## src/rtl/core_wb_arbiter_pkg.sv

```systemverilog
// Shared writeback types: register-file widths, the queued write request and queue depth.
package core_wb_arbiter_pkg;

  typedef logic [31:0] word_t;
  typedef logic [3:0]  reg_num_t;
  typedef logic [15:0] hword_t;

  typedef struct packed {
    reg_num_t rd;
    word_t    value;
  } wb_req_t;

  localparam int unsigned WB_QUEUE_DEPTH = 2;

  function automatic hword_t rd_onehot(reg_num_t rd);
    return hword_t'(1) << rd;
  endfunction

endpackage

```

## src/rtl/core_wb_arbiter_queue.sv

```systemverilog
// Two-entry in-order queue for single-unit writebacks: push 0/1, pop 0/1/2 per cycle.
module core_wb_queue
  import core_wb_arbiter_pkg::*;
(
  input  logic       clk_i,
  input  logic       rst_ni,
  input  logic       push_i,
  input  wb_req_t    push_req_i,
  input  logic [1:0] pop_i,
  output logic [1:0] count_o,
  output wb_req_t    head_o,
  output wb_req_t    next_o,
  output hword_t     rd_mask_o
);

  wb_req_t    ent_q [WB_QUEUE_DEPTH];
  wb_req_t    ent_d [WB_QUEUE_DEPTH];
  logic [1:0] count_q, count_d, count_mid;

  always_comb begin
    ent_d     = ent_q;
    count_mid = count_q - pop_i;
    if (pop_i == 2'd1) begin
      ent_d[0] = ent_q[1];
    end
    count_d = count_mid;
    // Push lands behind whatever survives this cycle's pops.
    if (push_i && (count_mid < 2'(WB_QUEUE_DEPTH))) begin
      ent_d[count_mid[0]] = push_req_i;
      count_d             = count_mid + 2'd1;
    end
  end

  always_ff @(posedge clk_i or negedge rst_ni) begin
    if (!rst_ni) begin
      count_q <= 2'd0;
    end else begin
      count_q <= count_d;
    end
  end

  always_ff @(posedge clk_i) begin
    ent_q <= ent_d;
  end

  always_comb begin
    rd_mask_o = '0;
    for (int unsigned i = 0; i < WB_QUEUE_DEPTH; i++) begin
      if (count_q > 2'(i)) begin
        rd_mask_o = rd_mask_o | rd_onehot(ent_q[i].rd);
      end
    end
  end

  assign count_o = count_q;
  assign head_o  = ent_q[0];
  assign next_o  = ent_q[1];

endmodule

```

## src/rtl/core_wb_arbiter.sv

```systemverilog
// Writeback scheduler: ALU pipes own their ports; single-unit results fill idle ports in age order.
module core_wb_arbiter
  import core_wb_arbiter_pkg::*;
(
  input  logic        clk,
  input  logic        rst_n,
  input  logic        alu_a_valid,
  input  logic [3:0]  alu_a_rd,
  input  logic [31:0] alu_a_value,
  input  logic        alu_b_valid,
  input  logic [3:0]  alu_b_rd,
  input  logic [31:0] alu_b_value,
  input  logic        single_valid,
  input  logic [3:0]  single_rd,
  input  logic [31:0] single_value,
  output logic        wb_stall_single,
  output logic        wr_a_en,
  output logic [3:0]  wr_a_r,
  output logic [31:0] wr_a_value,
  output logic        wr_b_en,
  output logic [3:0]  wr_b_r,
  output logic [31:0] wr_b_value,
  output logic [15:0] pending_mask
);

  logic [1:0] count;
  wb_req_t    q_head, q_next, in_req, c0, c1;
  hword_t     q_mask;
  logic       accept, same_rd, a_free, b_free;
  logic       c0_vld, c1_vld, c0_on_a, c0_on_b, c1_on_b;
  logic       push;
  logic [1:0] pop;

  logic     wr_a_en_q, wr_a_en_d, wr_b_en_q, wr_b_en_d;
  reg_num_t wr_a_r_q, wr_a_r_d, wr_b_r_q, wr_b_r_d;
  word_t    wr_a_value_q, wr_a_value_d, wr_b_value_q, wr_b_value_d;

  assign wb_stall_single = (count == 2'(WB_QUEUE_DEPTH));
  assign accept          = single_valid && !wb_stall_single;
  assign in_req          = '{rd: single_rd, value: single_value};

  always_comb begin
    // The incoming result only competes for a port when nothing older is queued.
    c0_vld  = (count == 2'd0) ? accept : 1'b1;
    c0      = (count == 2'd0) ? in_req : q_head;
    c1_vld  = (count == 2'd2);
    c1      = q_next;
    same_rd = alu_a_valid && alu_b_valid && (alu_a_rd == alu_b_rd);
    // A same-rd ALU pair frees port A, but not for a write to that same register.
    a_free  = !alu_a_valid || (same_rd && (c0.rd != alu_a_rd));
    b_free  = !alu_b_valid;
    c0_on_a = c0_vld && a_free;
    c0_on_b = c0_vld && !a_free && b_free;
    c1_on_b = c1_vld && c0_on_a && b_free;

    wr_a_en_d    = (alu_a_valid && !same_rd) || c0_on_a;
    wr_a_r_d     = c0_on_a ? c0.rd : alu_a_rd;
    wr_a_value_d = c0_on_a ? c0.value : alu_a_value;

    wr_b_en_d    = alu_b_valid || c0_on_b || c1_on_b;
    wr_b_r_d     = alu_b_rd;
    wr_b_value_d = alu_b_value;
    if (c0_on_b) begin
      wr_b_r_d     = c0.rd;
      wr_b_value_d = c0.value;
    end else if (c1_on_b) begin
      wr_b_r_d     = c1.rd;
      wr_b_value_d = c1.value;
    end

    pop = 2'd0;
    if (count != 2'd0) begin
      pop = {1'b0, c0_on_a | c0_on_b} + {1'b0, c1_on_b};
    end
    push = accept && !((count == 2'd0) && (c0_on_a || c0_on_b));
  end

  core_wb_queue u_queue (
    .clk_i      (clk),
    .rst_ni     (rst_n),
    .push_i     (push),
    .push_req_i (in_req),
    .pop_i      (pop),
    .count_o    (count),
    .head_o     (q_head),
    .next_o     (q_next),
    .rd_mask_o  (q_mask)
  );

  always_ff @(posedge clk or negedge rst_n) begin
    if (!rst_n) begin
      wr_a_en_q <= 1'b0;
      wr_b_en_q <= 1'b0;
    end else begin
      wr_a_en_q <= wr_a_en_d;
      wr_b_en_q <= wr_b_en_d;
    end
  end

  always_ff @(posedge clk) begin
    wr_a_r_q     <= wr_a_r_d;
    wr_a_value_q <= wr_a_value_d;
    wr_b_r_q     <= wr_b_r_d;
    wr_b_value_q <= wr_b_value_d;
  end

  assign wr_a_en    = wr_a_en_q;
  assign wr_a_r     = wr_a_r_q;
  assign wr_a_value = wr_a_value_q;
  assign wr_b_en    = wr_b_en_q;
  assign wr_b_r     = wr_b_r_q;
  assign wr_b_value = wr_b_value_q;

  assign pending_mask = q_mask
                      | (wr_a_en_q ? rd_onehot(wr_a_r_q) : hword_t'(0))
                      | (wr_b_en_q ? rd_onehot(wr_b_r_q) : hword_t'(0));

endmodule

```

## config.mk

```make
export PLATFORM = sky130hd
export DESIGN_NAME = core_wb_arbiter
export DESIGN_NICKNAME = d
export VERILOG_FILES = /design/src/rtl/core_wb_arbiter_pkg.sv /design/src/rtl/core_wb_arbiter_queue.sv /design/src/rtl/core_wb_arbiter.sv
export SDC_FILE = /design/constraint.sdc
export NUM_CORES = 1
export LEC_CHECK = 0
export ABC_AREA = 1
export CAP_MARGIN = 15
export CORE_UTILIZATION = 43
export DETAILED_ROUTE_END_ITERATION = 10
export HOLD_SLACK_MARGIN = 0.1
export PLACE_DENSITY = 0.79
export SLEW_MARGIN = 20
export SYNTH_ARGS = -nofsm -noshare
export SYNTH_HDL_FRONTEND = slang
export SYNTH_SLANG_ARGS = --single-unit
```

## constraint.sdc

```tcl
create_clock -name clk -period 3.5 [get_ports clk]
set_input_delay 0.525 -clock clk [delete_from_list [all_inputs] [get_ports clk]]
set_output_delay 0.525 -clock clk [all_outputs]
set_load 0.01 [all_outputs]
```

# After elaboration in Yosys (flattened, before gate mapping)
# Cells that the tools add are included.
[word_totals]
ff_bits = 148
inputBits = 113
out_inout_bits = 91
word_cells = 78
[op_classes]
addsub = 3
magnitude_cmp = 5
eq_ne = 4
n_shift = 4
mux = 19
bitwise = 5
n_reduce_logical = 27
[op_table]
columns = ["cell", "n"]
rows = [
  ["$mux 36", 3],
  ["$mux 32", 3],
  ["$bwmux 72", 1],
  ["$mux 72", 1],
  ["$mux 16", 4],
  ["$shl 1x4->16 const A", 4],
  ["$or 16x16->16", 3],
  ["$demux 36 s1", 1],
  ["$logic_and 1x1->1", 14],
  ["$mux 4", 3],
  ["$logic_not 1->1", 6],
  ["$logic_or 1x1->1", 5],
  ["$eq 4x4->1", 1],
  ["$gt 2x1->1 const B", 2],
  ["$mux 2", 2],
  ["$ne 4x4->1", 1],
  ["$add 1x1->2", 1],
  ["$add 2x1->2 const B", 1],
  ["$eq 2x1->1 const B", 1],
  ["$eq 2x2->1 const B", 1],
  ["$ge 2x2->1 const B", 1],
  ["$logic_not 2->1", 1],
  ["$lt 2x1->1 const B", 1],
  ["$lt 2x2->1 const B", 1],
  ["5 further kinds", 5],
]

# Depth between registers and ports, before layout
# Gate-level depths: netlist of run 1.
[logic_depth]
ltp_word = 19
mapped_depth = 21
ltp_nobuf = 20

# By module
# Synthesis of run 1 repeated with hierarchy kept, for this count alone.
[hier_totals]
hier_cells = 1207
area_unflattened_um2 = 8030.2
[modules_own_cells]
columns = ["module", "n_inst", "cells_per_inst", "area_per_inst_um2", "seq_area_each_um2"]
rows = [
  ["core_wb_arbiter", 1, 703, 4428.0, 1491.4],
  ["core_wb_queue", 1, 504, 3602.2, 1851.8],
]

# Least setup slack after synthesis of run 1
# Ideal clock, no wire load.
[synth_timing]
kind = "register to register"
start = "register u_queue.count_q[1] (netlist: u_queue.count_o[1])"
end = "register (tool-made name)"
setup_ns = 0.397
arrival_time_ns = 3.399
required_ns = 3.103
path_slack_ns = -0.296
path_stages_with_launch = 18
n_path_buf = 3
period_less_slack_ns = 3.796
path_cell_list = "dfrtp_1 -> nor2_4 -> buf_6 -> nand2_1 -> nand3_1 -> nand2_1 -> nor2_1 -> nand3_1 -> nand3_1 -> nand2_1 -> ha_1 -> inv_1 -> nor2_2 -> ha_1 -> clkbuf_1 -> inv_1 -> clkbuf_1 -> ha_1"
[synth_rtl]
columns = ["item", "line_no", "text"]
rows = [
  ["from (decl)", "core_wb_arbiter_queue.sv:18", "logic [1:0] count_q, count_d, count_mid;"],
  ["from (signal assigned)", "core_wb_arbiter_queue.sv:38", "count_q <= count_d;"],
]

==> run metrics, run 1 <==
footprint of the multi-input gates=3210 um^2; total vias in the final route=7108; initial core utilization=44.3%; unrepaired setup endpoints after global routing=no; Gate Count Post-Synth=931; top cell type by total area after synthesis=dfxtp_1; Syn. warnings=0; area delta synth->final=40.6%; Max-Cap Viols=0; status=finished, final reports clean; CTS tree=yes; grt ovf=0; most frequent cells in the layout=nand2_1 (298), clkdlybuf4s50_1 (203), dfxtp_1 (108); core area=16000 um^2; DRC violations left=0; worst endpoint required time=3.62 ns; # resized after CTS=0; DR vias/cell=5.26; Final setup viols=0; Post-Syn Area=7080 um^2; fill count=1444; fin cells=1351; area occupied by registers=3340 um^2; CP max-delay cell=dfrtp_1; first-pass GRT wire length=33.4 mm; # port buffers=203; Die Y=130 um; ys flop type=dfxtp_1; Clock Skews=0.0108 ns; crit path cell chain=nor2_4, nand2_1, o21ai_1, nand2_1, nand2_1, nand3_1, nand3_2, nand2_1, ha_1, inv_1, nor2_2, ha_1, xor2_1, nor3_4, nand2_2, inv_1, ha_2, buf_12; drt pass-1 iters=5; Synth area leaders=dfxtp_1 (31%), nand2_1 (16%), edfxtp_1 (15%), o21ai_0 (6.4%), a21oi_1 (4.9%); CTS clk-pin slew, worst paths=0.06 ns; CP arrival=3.37 ns; Syn Area/Cell=7.61 um^2; die area=17000 um^2; Inst Count DP=1319; Placer Congestion=0.911; final WL=21.2 mm; most used cell, CP=nand2_1; Hold Buf Count CTS=0; # H-tree levels=4; min Tclk post-route=3.25 ns; clock buffer count from CTS=17; worst hold-check path type=in -> async; P per Cell Area=934 nW/um^2; CP delay by family, top=simple AND/OR/NAND/NOR gates; DP HPWL=14.1 mm; layout cells sized above 1=6.26%; Setup TNS Final=0 ns; top-area cell type share of the netlist area=30.5%; Synth cell types=36; clk root buf=clkbuf_16; First DRT Iteration DRCs=537; WL per Instance=15.7 um; Max Freq=308 MHz; Max IR drop VDD=0.000505 V; Post-CTS Setup Bufs=0; Antenna Violating Nets Remaining=0; critical path type=reg -> reg; Final Slew Violations=0; Critical Path End Type=flop; Final period util=92.8%; leading cell type in the layout, fill and taps excluded=nand2_1; diode count=0; Core Util, Final=62.3%; crit path max fanout=21; clock buffer depth=2; CP max stage delay=0.43 ns; final net count=1238; sequential area share after synthesis=47.2%; largest net degree at the start of global routing=74; Synth Net Count=1047; row cnt=46; WP buf/inv=3; IO Pins=204; worst slew pin tran=0.666 ns; clk_lat worst skew=0.42 ns; static leakage=4.33 nW; number of synthesized flops with an enable pin=36; Die Wd=130 um; Final Hold Viols=0; Async SR Flop Fraction=2.70%; Total GRT Usage=25.3%; Yosys reg bits=148; relative slew slack=55.6%; critical path startpoint category=flop; pre-CTS setup slack=-0.00713 ns; initial antenna violation count=0; Clock Sinks=148; Total Power=9.31 mW; vias in the first global route=6681; Setup WS post-layout=0.253 ns
==> through the flow <==
stage / hold slack (ns) / area (um^2)
2_1_floorplan: 0.229 / 7090
6_report: 0.329 / 9960
3_5_place_dp: 0.562 / 9380
3_3_place_gp: 0.553 / 9380
5_1_grt: 0.331 / 9960
4_1_cts: 0.315 / 9960
==> cell type report <==
class                   instances  area share, %
flip-flops and latches        148           33.6
multi-input cells             652           32.2
repair buffers                227           22.8
clock buffers                  19           4.56
inverters                      76           2.86
well taps                     216           2.71
clock inverters                13           1.31
==> final timing paths <==
kind,start,end,slack (ns),depth (start not counted)
min reg2reg,u_queue.head_o[28],wr_b_value[28],0.58,2
min,rst_n,wr_a_en,0.33,1
max in group asynchronous,rst_n,u_queue.count_o[1],2.98,1
max reg2reg,u_queue.count_o[0],flop,0.25,18
max,u_queue.count_o[0],flop,0.25,18
min in group clk,u_queue.head_o[28],wr_b_value[28],0.58,2
==> power breakdown <==
part	internal, mW	switching (mW)
sequential	2.44	0.322
clock	1.09	0.717
combinational	1.93	2.82
==> synth_stat cells, types with 8 or more instances <==
cell type / number
mux2i_1: 32
buf_2: 13
a22oi_1: 8
clkbuf_1: 32
a21oi_1: 69
dfxtp_1: 108
inv_1: 73
o21ai_0: 91
o21ai_1: 21
nor3_1: 24
nand3_1: 57
edfxtp_1: 36
nor2_1: 12
nand2_1: 299
==> logic make-up after synthesis <==
group	share of synthesized area (%)
adders and majority gates	0.530
xor gates and xnor gates	0.247
buffers and inverters	7.86
AOI/OAI and AO/OA	15.6
and+or+nand+nor	24.1
DFF	47.2
muxes	4.52
==> routing by layer <==
metal | vias up | GRT usage (%) | wire, um
li1 | 3489 | - | -
met1 | 3297 | 31.7 | 9010
met2 | 288 | 42.6 | 10200
met3 | 34 | 6.11 | 1570
met4 | 0 | 8.45 | 374
met5 | - | 0 | 0
Note: power is estimated with default switching activity, not from simulation.
==> run 2, diff against run 1 <==
--- a/config.mk
+++ b/config.mk
@@ -8,9 +8,11 @@
 export ABC_AREA = 1
 export CAP_MARGIN = 15
 export CORE_UTILIZATION = 43
+export CTS_CLUSTER_SIZE = 14
 export DETAILED_ROUTE_END_ITERATION = 10
 export HOLD_SLACK_MARGIN = 0.1
 export PLACE_DENSITY = 0.79
+export SETUP_SLACK_MARGIN = 0.05
 export SLEW_MARGIN = 20
 export SYNTH_ARGS = -nofsm -noshare
 export SYNTH_HDL_FRONTEND = slang
==> run 2 against run 1 <==
  * Largest cell class unchanged
  * Critical path depth did not move
  * Global-route usage unchanged
  * Flip-flop and latch count unchanged
  * Worst setup slack improved by 0.013 ns
==> run metrics, run 2 (synthesized netlist as in run 1, its figures left out) <==
Worst R2R Start=u_queue.count_o[0]; largest net degree at the start of global routing=74 (unchanged); design area=10000 um^2 (+0.35%); CTS tree=yes; clk_lat worst skew=0.42 ns (about the same); Clock power frac=19.3% (about the same); Max-Cap Viols=0 (unchanged); clock buffer count from CTS=17 (unchanged); DRC violations left=0 (unchanged); clk root buf=clkbuf_16; Max IR drop VDD=0.000500 V (-1.1%); CP arrival=3.36 ns (about the same); worst hold-check path type=in -> async; grt ovf=0 (unchanged); fill count=1443 (-0.069%); Placer Congestion=0.911 (unchanged); IO Pins=204 (unchanged); WL per Instance=15.8 um (+0.40%); Antenna Violating Nets Remaining=0 (unchanged); sequential power share=29.5% (-0.2 points); status=finished, final reports clean; Final Hold Viols=0 (unchanged); Die Y=130 um (unchanged); clock buffer depth=2 (unchanged); core area=16000 um^2 (unchanged); final WL=21.3 mm (+0.48%); Logic pwr share=51.2% (+0.2 points); static leakage=4.34 nW (+0.28%); area delta synth->final=41.1%; Pint=5.48 mW (+0.54%); crit path max fanout=13 (-38%); worst endpoint required time=3.63 ns (about the same); Final setup viols=0 (unchanged); final net count=1239 (+0.081%); layout cells sized above 1=6.34% (+0.083 points); critical path startpoint category=flop; Critical Path End Type=flop; # H-tree levels=4 (unchanged); Fin Hold WS=0.326 ns (-0.00308 ns); vias in the first global route=6681 (unchanged); placed instance area=9380 um^2 (unchanged); min Tclk post-route=3.23 ns (-0.0131 ns); # port buffers=203 (unchanged); total vias in the final route=7122 (+0.20%); diode count=0 (unchanged); DP HPWL=14.1 mm (unchanged); Reg2Reg Depth=18 (unchanged); First DRT Iteration DRCs=533 (-0.74%); Final Slew Violations=0 (unchanged); Clock Skews=0.0114 ns (+0.000583 ns); initial core utilization=44.3% (unchanged); first-pass GRT wire length=33.4 mm (unchanged); r2r setup slk=0.27 ns (about the same); Clock Sinks=148 (unchanged); initial antenna violation count=0 (unchanged); switching share of power=41.4% (about the same); row cnt=46 (unchanged); Final period util=92.4% (-0.37 points); leading cell type in the layout, fill and taps excluded=nand2_1; critical path type=reg -> reg; P per Cell Area=936 nW/um^2 (+0.16%); Hold Buf Count CTS=0 (unchanged); Max Freq=309 MHz (+0.40%); worst slew pin tran=0.666 ns (-0.000952 ns); Total GRT Usage=25.3% (unchanged); die area=17000 um^2 (unchanged); P_sw=3.87 mW (+0.48%); unrepaired setup endpoints after global routing=no; DR vias/cell=5.27 (+0.12%); relative slew slack=55.6% (+0.063 points); CTS clk-pin slew, worst paths=0.06 ns (about the same); Setup TNS Final=0 ns (unchanged); Die Wd=130 um (unchanged); most frequent cells in the layout=nand2_1 (298), clkdlybuf4s50_1 (203), dfxtp_1 (108); drt pass-1 iters=5 (unchanged)
## run 2: worst max path at each step
stage	from	endpoint
floorplan	u_queue.count_o[1]	flop
global placement	alu_a_rd[0]	flop
detailed placement	alu_a_rd[0]	flop
CTS	u_queue.count_o[1]	flop
global route	u_queue.count_o[1]	flop
finish	u_queue.count_o[0]	flop
## run 2: worst max-delay path, stage by stage, from the launching register on
cell	delay, ns
dfrtp_1	0.43
nor2_4	0.32
nand2_1	0.11
o21ai_1	0.17
nand2_1	0.08
nand2_1	0.08
nand3_1	0.09
nand3_2	0.07
nand2_1	0.09
ha_1	0.29
inv_1	0.07
nor2_2	0.05
ha_1	0.20
xor2_1	0.19
nor3_4	0.15
nand2_2	0.07
inv_1	0.09
ha_4	0.19
clkbuf_16	0.18
## run 2: area by class of cell
class	instances	area (um^2)	area share, %
Clock buffer	19	454	4.54
Timing Repair Buffer	228	2300	23.0
Sequential cell	148	3340	33.4
Clock inverter	13	130	1.30
Inverter	76	285	2.85
Tap cell	216	270	2.70
Multi-Input combinational cell	652	3220	32.2
## run 2: power groups by stage
stage	clock, mW	combinational (mW)	sequential (mW)
after floorplan	0	2.77	2.87
after global placement	0	4.61	2.77
after detailed placement	0	4.71	2.78
after CTS	1.83	4.75	2.75
after global routing	1.91	5.29	2.82
final	1.81	4.79	2.76
## run 2: routing by layer
layer / track usage [%] / vias to the layer above / share of wire, %
met1: 31.7 / 3305 / 43
met3: 6.11 / 33 / 7.2
met2: 42.6 / 294 / 48
met4: 8.45 / 0 / 1.7
met5: 0 / - / 0
li1: - / 3490 / -
## run 2: through the flow
step | cells | setup slack [ns] | utilization, % | power (mW)
after floorplan | 931 | 0.0586 | - | 5.63
after global placement | 1319 | 0.0341 | 58.6 | 7.38
after detailed placement | 1319 | -0.00713 | 58.6 | 7.50
after CTS | 1351 | 0.254 | 62.3 | 9.34
after global routing | 1352 | 0.0347 | 62.5 | 10.0
final | 1352 | 0.266 | 62.5 | 9.36
## run 2: repair_timing
item,4_1_cts,5_1_grt
setup endpoints to repair,0,30
buffers inserted,0,0
resized for setup,0,1
